`src/rtl/count_seq_pkg.sv`:
```
// Shared definitions for the counter sequencer: opcodes, state encoding,
// counting modes and configuration reset defaults.
package count_seq_pkg;

    localparam logic [2:0] OP_START      = 3'd0;
    localparam logic [2:0] OP_STOP       = 3'd1;
    localparam logic [2:0] OP_RESUME     = 3'd2;
    localparam logic [2:0] OP_CLEAR      = 3'd3;
    localparam logic [2:0] OP_LOAD_LIMIT = 3'd4;
    localparam logic [2:0] OP_LOAD_DIV   = 3'd5;
    localparam logic [2:0] OP_SET_MODE   = 3'd6;
    localparam logic [2:0] OP_NOP        = 3'd7;

    typedef enum logic [1:0] {
        ST_IDLE = 2'd0,
        ST_RUN  = 2'd1,
        ST_HOLD = 2'd2,
        ST_DONE = 2'd3
    } state_e;

    localparam logic MODE_WRAP    = 1'b0;
    localparam logic MODE_ONESHOT = 1'b1;

    localparam logic [7:0] LIMIT_RST = 8'hFF;
    localparam logic [7:0] DIV_RST   = 8'h00;

endpackage

```
`src/rtl/count_seq_prescaler.sv`:
```
// Programmable prescaler: counts 0..div while running and raises tick on the
// match. Freeze holds the count, reload returns it to zero.
module count_seq_prescaler
    import count_seq_pkg::*;
#(
    parameter int DIV_W = 8
) (
    input  logic       clk,
    input  logic       rst_n,
    input  logic       div_we,
    input  logic [7:0] div_wdata,
    input  logic       run,
    input  logic       freeze,
    input  logic       reload,
    output logic       tick
);

    logic [DIV_W-1:0] div_r;
    logic [DIV_W-1:0] pre_r;

    // A freshly written div only affects the compare on the following cycle;
    // a count already past it rolls through the full range before matching.
    assign tick = run && (pre_r == div_r);

    // Divide register.
    always_ff @(posedge clk) begin
        if (!rst_n) begin
            div_r <= DIV_W'(DIV_RST);
        end else if (div_we) begin
            div_r <= DIV_W'(div_wdata);
        end else begin
            div_r <= div_r;
        end
    end

    // Prescaler count: reload beats freeze beats advance; parked at zero otherwise.
    always_ff @(posedge clk) begin
        if (!rst_n) begin
            pre_r <= {DIV_W{1'b0}};
        end else if (reload) begin
            pre_r <= {DIV_W{1'b0}};
        end else if (freeze) begin
            pre_r <= pre_r;
        end else if (run) begin
            pre_r <= pre_r + DIV_W'(1);
        end else begin
            pre_r <= {DIV_W{1'b0}};
        end
    end

endmodule

```
`src/rtl/count_seq_ctrl.sv`:
```
// Command-driven sequencer for the output counter: decodes commands, paces
// increments through the prescaler and enforces the terminal count.
module count_seq_ctrl
    import count_seq_pkg::*;
#(
    parameter int CNT_W = 8,
    parameter int DIV_W = 8
) (
    input  logic             clk,
    input  logic             rst_n,
    input  logic             cmd_valid,
    input  logic [2:0]       cmd_op,
    input  logic [7:0]       cmd_data,
    output logic             cmd_ready,
    input  logic [CNT_W-1:0] count_in,
    output logic             cnt_inc,
    output logic             cnt_clr,
    output logic [1:0]       state,
    output logic             done,
    output logic             wrap_pulse
);

    state_e           state_r;
    logic             done_r;
    logic             ready_r;
    logic [CNT_W-1:0] limit_r;
    logic             mode_r;

    logic cmd_acc_s;
    logic start_s, stop_s, resume_s, clear_s;
    logic ld_lim_s, ld_div_s, set_mode_s;
    logic tick_s, fire_s, at_lim_s;

    assign cmd_ready = ready_r & rst_n;
    assign cmd_acc_s = cmd_valid & cmd_ready;
    assign state     = state_r;
    assign done      = done_r;

    // Command decode; STOP and RESUME only count in the state they act on.
    always_comb begin
        start_s    = 1'b0;
        stop_s     = 1'b0;
        resume_s   = 1'b0;
        clear_s    = 1'b0;
        ld_lim_s   = 1'b0;
        ld_div_s   = 1'b0;
        set_mode_s = 1'b0;
        if (cmd_acc_s) begin
            case (cmd_op)
                OP_START:      start_s    = 1'b1;
                OP_STOP:       stop_s     = (state_r == ST_RUN);
                OP_RESUME:     resume_s   = (state_r == ST_HOLD);
                OP_CLEAR:      clear_s    = 1'b1;
                OP_LOAD_LIMIT: ld_lim_s   = 1'b1;
                OP_LOAD_DIV:   ld_div_s   = 1'b1;
                OP_SET_MODE:   set_mode_s = 1'b1;
                default:       start_s    = 1'b0;
            endcase
        end else begin
            start_s = 1'b0;
        end
    end

    count_seq_prescaler #(
        .DIV_W (DIV_W)
    ) u_prescaler (
        .clk       (clk),
        .rst_n     (rst_n),
        .div_we    (ld_div_s),
        .div_wdata (cmd_data),
        .run       (state_r == ST_RUN),
        .freeze    ((state_r == ST_HOLD) | stop_s),
        .reload    (start_s | clear_s | (tick_s & ~stop_s)),
        .tick      (tick_s)
    );

    // A state-changing command in the same cycle swallows the tick.
    assign fire_s   = tick_s & ~(start_s | stop_s | clear_s);
    assign at_lim_s = (count_in == limit_r);

    // Datapath strobes; clear always dominates increment.
    always_comb begin
        cnt_inc    = 1'b0;
        cnt_clr    = 1'b0;
        wrap_pulse = 1'b0;
        if (!rst_n) begin
            cnt_clr = 1'b1;
        end else if (start_s || clear_s) begin
            cnt_clr = 1'b1;
        end else if (fire_s && !at_lim_s) begin
            cnt_inc = 1'b1;
        end else if (fire_s && (mode_r == MODE_WRAP)) begin
            cnt_clr    = 1'b1;
            wrap_pulse = 1'b1;
        end else begin
            cnt_inc = 1'b0;
        end
    end

    // Sequencer FSM with registered done and ready.
    always_ff @(posedge clk) begin
        if (!rst_n) begin
            state_r <= ST_IDLE;
            done_r  <= 1'b0;
            ready_r <= 1'b0;
        end else begin
            ready_r <= ~cmd_acc_s;
            if (start_s || resume_s) begin
                state_r <= ST_RUN;
                done_r  <= 1'b0;
            end else if (clear_s) begin
                state_r <= ST_IDLE;
                done_r  <= 1'b0;
            end else if (stop_s) begin
                state_r <= ST_HOLD;
                done_r  <= 1'b0;
            end else if (fire_s && at_lim_s && (mode_r == MODE_ONESHOT)) begin
                state_r <= ST_DONE;
                done_r  <= 1'b1;
            end else begin
                state_r <= state_r;
                done_r  <= (state_r == ST_DONE);
            end
        end
    end

    // Limit and mode configuration registers.
    always_ff @(posedge clk) begin
        if (!rst_n) begin
            limit_r <= CNT_W'(LIMIT_RST);
            mode_r  <= MODE_WRAP;
        end else begin
            if (ld_lim_s) begin
                limit_r <= CNT_W'(cmd_data);
            end else begin
                limit_r <= limit_r;
            end
            if (set_mode_s) begin
                mode_r <= cmd_data[0];
            end else begin
                mode_r <= mode_r;
            end
        end
    end

endmodule
```
`config.mk`:
```
export PLATFORM = sky130hd
export DESIGN_NAME = count_seq_ctrl
export DESIGN_NICKNAME = d
export VERILOG_FILES = /design/src/rtl/count_seq_pkg.sv /design/src/rtl/count_seq_prescaler.sv /design/src/rtl/count_seq_ctrl.sv
export SDC_FILE = /design/constraint.sdc
export NUM_CORES = 1
export LEC_CHECK = 0
export CORE_MARGIN = 5
export CORE_UTILIZATION = 48
export CTS_BUF_LIST = sky130_fd_sc_hd__clkbuf_8
export DETAILED_ROUTE_END_ITERATION = 10
export PLACE_DENSITY = 0.87
export SYNTH_ARGS = -nofsm -noshare
export SYNTH_HDL_FRONTEND = slang
export SYNTH_SLANG_ARGS = --single-unit
```
`constraint.sdc`:
```
create_clock -name clk -period 1.4 [get_ports clk]
set_input_delay 0.21 -clock clk [delete_from_list [all_inputs] [get_ports clk]]
set_output_delay 0.21 -clock clk [all_outputs]
set_load 0.005 [all_outputs]
```
* Word-level counts from Yosys, hierarchy flattened
Index checks and enable logic that the tools add are counted.
Widths: inputs -> output; s select.
** Word-level totals
- Register bits after elaboration :: 29
- Input bits :: 22
** Operators by class
- $add $sub $neg :: 1
- Eq/ne operators :: 11
- Multiplexer cells :: 29
- Bitwise operators :: 14
- Reductions and logical operators :: 14
** Operator list (number)
- $mux 1 :: 26
- $eq 8x8->1 :: 2
- $eq 3x3->1 const B :: 3
- $add 8x1->8 const B :: 1
- $mux 8 :: 1
- $eq 3x2->1 const B :: 2
- $logic_and 1x1->1 :: 5
- $not 1->1 :: 5
- $or 1x1->1 :: 5
- $and 1x1->1 :: 4
- $eq 2x2->1 const B :: 2
- $mux 2 :: 2
- $reduce_bool 4->1 :: 1
- $reduce_or 4->1 :: 1
- $eq 3x1->1 const B :: 1
- $logic_not 3->1 :: 1
- $reduce_or 3->1 :: 1
- $eq 2x1->1 const B :: 1
- $logic_or 1x1->1 :: 2
- $reduce_bool 2->1 :: 1
- $reduce_or 2->1 :: 1
- $logic_not 1->1 :: 1

* Logic depth before layout (Yosys ltp)
- Depth after elaboration :: 13
- Depth in mapped cells :: 7

* Cells and area by module
From an unflattened synthesis, not the netlist that was laid out.
** Second synthesis, totals
- Cell total of the unflattened synthesis :: 170
- Area total of the unflattened synthesis :: 1491.4 um^2
** Modules (own cells, without submodules)
- count_seq_ctrl :: instances 1, cells each 96, area an instance 745.7 um^2, seq. area each 260.2 um^2
- count_seq_prescaler :: instances 1, cells each 74, area an instance 745.7 um^2, seq. area each 320.3 um^2

* Least setup slack after synthesis
OpenSTA, ideal clock, no wires.
- Kind :: reg2out
- Start point :: reg state_r[1] (netlist: state[1])
- End point :: out wrap_pulse
- Arrival :: 1.360 ns
- Required time :: 1.190 ns
- Setup slack :: -0.170 ns
- Stages on the path, launching flop included :: 6
- Buffers on the path :: 1
- Cell sequence :: dfxtp_1 -> nand2b_1 -> buf_2 -> nor4_2 -> nand3_1 -> nor3_1
** Between the ends
- Cells in the longest elaborated chain, start to end :: 12
- Elaborated cells on any way between the ends :: 14
- Classes of those cells :: 1 x eq/ne; 6 x mux; 4 x bitwise; 3 x reduce/logical
** RTL lines
- from (decl) :: RTL line count_seq_ctrl.sv:23 : state_e state_r;
- from (signal assigned) :: RTL line count_seq_ctrl.sv:121 : state_r <= state_r;
- $eq 2x1->1 (*) :: RTL line count_seq_ctrl.sv:51, count_seq_ctrl.sv:71
- $mux 1 :: RTL line count_seq_ctrl.sv:49 : case (cmd_op)
- $mux 1 :: RTL line count_seq_ctrl.sv:48 : if (cmd_acc_s) begin
- $or 1x1->1 (2 in series) :: RTL line count_seq_ctrl.sv:78 : assign fire_s = tick_s & ~(start_s | stop_s | clear_s);
- $not 1->1 :: RTL line count_seq_ctrl.sv:78
- $and 1x1->1 (*) :: RTL line count_seq_ctrl.sv:78
- $logic_and 1x1->1 :: RTL line count_seq_ctrl.sv:92 : end else if (fire_s && (mode_r == MODE_WRAP)) begin
- $mux 1 :: RTL line count_seq_ctrl.sv:92
- $mux 1 (*) :: RTL line count_seq_ctrl.sv:90 : end else if (fire_s && !at_lim_s) begin
- $mux 1 (*) :: RTL line count_seq_ctrl.sv:88 : end else if (start_s || clear_s) begin
- $mux 1 (*) :: RTL line count_seq_ctrl.sv:86 : if (!rst_n) begin
- to (decl) :: RTL line count_seq_ctrl.sv:20 : output logic wrap_pulse
Every way passes the cells marked *; elsewhere a longest branch is shown, timed or not.

* Worst setup path after layout
- Start point :: reg u_prescaler.pre_r[6]
- End point :: out wrap_pulse
** Between the ends
- Cells in the longest elaborated chain, start to end :: 8
- Elaborated cells on any way between the ends :: 9
- Classes of those cells :: 1 x eq/ne; 4 x mux; 1 x bitwise; 3 x reduce/logical
** RTL lines
- from (decl) :: RTL line count_seq_prescaler.sv:19 : logic [DIV_W-1:0] pre_r;
- from (signal assigned) :: RTL line count_seq_prescaler.sv:39 : pre_r <= {DIV_W{1'b0}};
- from (signal assigned) :: RTL line count_seq_prescaler.sv:41 : pre_r <= {DIV_W{1'b0}};
- from (signal assigned) :: RTL line count_seq_prescaler.sv:43 : pre_r <= pre_r;
- $eq 8x8->1 (*) :: RTL line count_seq_prescaler.sv:23 : assign tick = run && (pre_r == div_r);
- $logic_and 1x1->1 (*) :: RTL line count_seq_prescaler.sv:23
- $and 1x1->1 (*) :: RTL line count_seq_ctrl.sv:78
- $logic_and 1x1->1 :: RTL line count_seq_ctrl.sv:92
- $mux 1 :: RTL line count_seq_ctrl.sv:92
- $mux 1 (*) :: RTL line count_seq_ctrl.sv:90
- $mux 1 (*) :: RTL line count_seq_ctrl.sv:88
- $mux 1 (*) :: RTL line count_seq_ctrl.sv:86
Marked as above.

==> flow_summary.json <==
{
  "finalCritPeriodShare": 1.43,
  "cts_num_sinks": 29,
  "postRouteAntennaNets": 0,
  "antenna_violations_before_repair": 0,
  "drive_gt1_frac": 0.494,
  "total_via_count_after_detailed_routing": 1589,
  "run_status": "finished, violations left",
  "final_number_of_max_transition_violations": 0,
  "ctsHtreeMaxLevel": 2,
  "fin_skew_ns": 0.00681,
  "worstPathRequired_ns": 1.19,
  "first_global_vias": 1696,
  "synth-seq-cells": 29,
  "clk_pin_slew_worst_paths_ns": 0.07,
  "insertedDiodeCount": 0,
  "startpoint": "u_prescaler.pre_r[6]",
  "worstSetupPathType": "flop to output pin",
  "grt_setup_unrepaired": "true",
  "yosysWarningCount": 0,
  "first_pass_grt_wire_length_um": 7750,
  "post_layout_nonfiller_instances": 274,
  "max_stage_delay_ns": 0.33,
  "finalSetupViolations": 30,
  "worstHoldStart": "rst_n",
  "initial_cell_density_of_the_core": 0.490,
  "hold_violations": 0,
  "floorplan.io_pins": 29,
  "vias_per_cell": 5.80,
  "count_of_flip_flops_with_a_built_in_enable_after_synthesis": 0,
  "powerDensity_mw_per_mm2": 790,
  "max-clock-path-buffers": 2,
  "cts.hold.buffers_added": 0,
  "max_freq_mhz": 499,
  "dr.pass1.iters": 4,
  "remaining_drc_errors": 0,
  "worst_path_max_delay_cell": "sky130_fd_sc_hd__dfxtp_2",
  "largest_net_degree_at_the_start_of_global_routing": 21,
  "synth.lib_cells_used.distinct": 38,
  "synth_nets": 190,
  "die_area_sq_mm": 0.00427,
  "fp.dieH_um": 65.3,
  "postLayoutSetupSlackWorst_ns": -0.602,
  "place_inst": 260,
  "timing.critical_path.from_type": "flop",
  "gpl.final_weighted_congestion": 0.796,
  "path_cells": "xnor2_1, nand4_1, nor4_4, nand3_1, buf_4, nor3_4, buf_2",
  "ir_drop_mv": 0.963,
  "clock_tree_from_tritoncts": "built",
  "global_route.peak_usage_layer": "met2",
  "timing.max_cap.violations": 0,
  "startpoint_of_the_worst_register_to_register_path": "u_prescaler.pre_r[6]",
  "post_synth.cell_area_avg_sq_um": 8.80,
  "worstHoldPathType": "input port to flop",
  "actual_slew_at_the_worst_max_slew_pin_ns": 0.344,
  "cellLeakagePower_uw": 0.000985,
  "failed_checks": "setup timing",
  "met1_usage": 0.252,
  "synth_cells": 167,
  "routed_wl_um": 5640,
  "seq_area_frac_synth": 0.395,
  "place_worst_setup_slack_ns": -0.785,
  "hpwl_um": 2730,
  "critical_path.max_fanout": 2,
  "worst_slew_slack_as_a_fraction_of_its_limit": 0.771,
  "numPortBuffers": 28,
  "fraction_of_met3_tracks_used_by_global_routing": 0.0667,
  "finalHoldWorstSlack_ns": 0.466,
  "grt_remaining_overflow": 0,
  "fp-row-count": 20,
  "finalWorstPathRequiredPeriod_ns": 2.00,
  "netlist_area_sq_mm": 0.00147,
  "wire_per_inst_um": 20.6,
  "grt_use_met2": 0.446,
  "area_growth_syn_to_layout_pct": 71.3,
  "nNetsFinal": 263,
  "crit_path_end_kind": "output pin",
  "coreArea_sq_mm": 0.00300,
  "worstPathArrival_ns": 1.79,
  "final_core_utilization": 0.839,
  "worst_skew_pair.late_latency_ns": 0.29,
  "numCtsBuffers": 5,
  "finalSetupTns_ns": -5.16,
  "ys.flop_type": "sky130_fd_sc_hd__dfxtp_1",
  "globalRouteTotalUtil": 0.244,
  "asyncSetResetFlopFracSynth": 0,
  "die_width_um": 65.3,
  "initialDrtViolationCount": 125,
  "clk_root_buffer_cell": "sky130_fd_sc_hd__clkbuf_8"
}
-- worst max-delay path: cells and delay by family, from the launching register on --
family | cells | cell delay [ns]
xor gates and xnor gates | 1 | 0.20
buffers and inverters | 2 | 0.31
DFF | 1 | 0.33
and+or+nand+nor | 4 | 0.67
-- synth_stat cells (all sizes together), types with 4 or more instances --
master  instances  area share
nor3            4       0.014
xor2            6       0.036
dfxtp          29        0.39
xnor2          16       0.095
nor2           11       0.030
mux2i           9       0.061
nand4           7       0.030
nor2b          13       0.055
nand3          12       0.041
nand2          23       0.059
-- kinds of logic after synthesis --
family,Yosys count,synth area share
adder cells (fa/ha/maj),1,0.00851
AND/OR/NAND/NOR,85,0.314
flip-flops,29,0.395
multiplexers,9,0.0613
AO/OA/AOI/OAI,14,0.0681
XOR/XNOR,22,0.131
buffers and inverters,7,0.0221
-- timing repair --
item | in CTS | in global routing
pin swaps | 13 | 23
setup buffers | 5 | 4
resized for setup | 46 | 57
setup endpoints to repair | 34 | 32
hold endpoints to repair | 0 | 0
-- power breakdown --
group	switching [uW]	internal, uW	leakage [uW]	total, uW
Sequential	7.45	832	0.000243	839
Combinational	108	135	0.000688	242
Clock	376	532	0.0000543	909
Total	492	1500	0.000985	1990
-- path summary, 6_finish.rpt --
| path | slack (ns) | cells after the start | to |
|---|---|---|---|
| setup / recovery | -0.60 | 7 | wrap_pulse |
| hold / removal | 0.47 | 3 | limit_r[1] |
| setup reg to reg | -0.30 | 7 | u_prescaler.pre_r[3] |
| hold reg to reg | 0.51 | 2 | limit_r[2] |
-- metal layers --
layer  vias to the layer above  wire length, um
met5                         -                0
met4                         0              192
met3                        20              252
met2                        57             2910
met1                       783             2290
li1                        729                -
-- flip-flops by register name, summed over array words and instances (netlist names) --
register,flops
done,1
limit_r,8
mode_r,1
ready_r,1
state,2
u_prescaler.div_r,8
u_prescaler.pre_r,8
-- through the flow --
| stage | power (uW) | cell area, sq um |
|---|---|---|
| after floorplan | 926 | 1500 |
| after global placement | 1040 | 2090 |
| after detailed placement | 1050 | 2090 |
| after CTS | 1950 | 2290 |
| after global routing | 2040 | 2520 |
| final | 1990 | 2520 |
-- placed cells by master (no fill, tap or decap), types with 2 or more instances in the layout --
cell type	instances
sky130_fd_sc_hd__nand2_2	6
sky130_fd_sc_hd__buf_4	35
sky130_fd_sc_hd__and3_1	2
sky130_fd_sc_hd__nand2b_1	2
sky130_fd_sc_hd__xor2_1	5
sky130_fd_sc_hd__dfxtp_2	17
sky130_fd_sc_hd__nor3_1	2
sky130_fd_sc_hd__clkdlybuf4s50_1	17
sky130_fd_sc_hd__buf_2	3
sky130_fd_sc_hd__xnor2_1	10
sky130_fd_sc_hd__clkbuf_2	2
sky130_fd_sc_hd__nor2b_1	11
sky130_fd_sc_hd__nor2b_4	2
sky130_fd_sc_hd__or3_4	2
sky130_fd_sc_hd__mux2i_4	2
sky130_fd_sc_hd__nand4_1	7
sky130_fd_sc_hd__dlygate4sd2_1	4
sky130_fd_sc_hd__nand3_1	4
sky130_fd_sc_hd__dfxtp_1	12
sky130_fd_sc_hd__nor2_1	7
sky130_fd_sc_hd__nand3_2	7
sky130_fd_sc_hd__mux2i_1	6
sky130_fd_sc_hd__a21oi_1	3
sky130_fd_sc_hd__xnor2_2	6
sky130_fd_sc_hd__buf_6	8
sky130_fd_sc_hd__nor2_2	3
sky130_fd_sc_hd__clkbuf_8	5
sky130_fd_sc_hd__nand2_1	17
-- layout make-up --
cell class / instances / area, sq um
multi-input combinational: 131 / 1130
tap: 33 / 41.3
sequential: 29 / 602
fill: 137 / 484
timing repair buffer: 72 / 629
clock inverter: 3 / 46.3
inverter: 1 / 3.75
clock buffer: 5 / 68.8
Power figures use the tool's default switching activity.
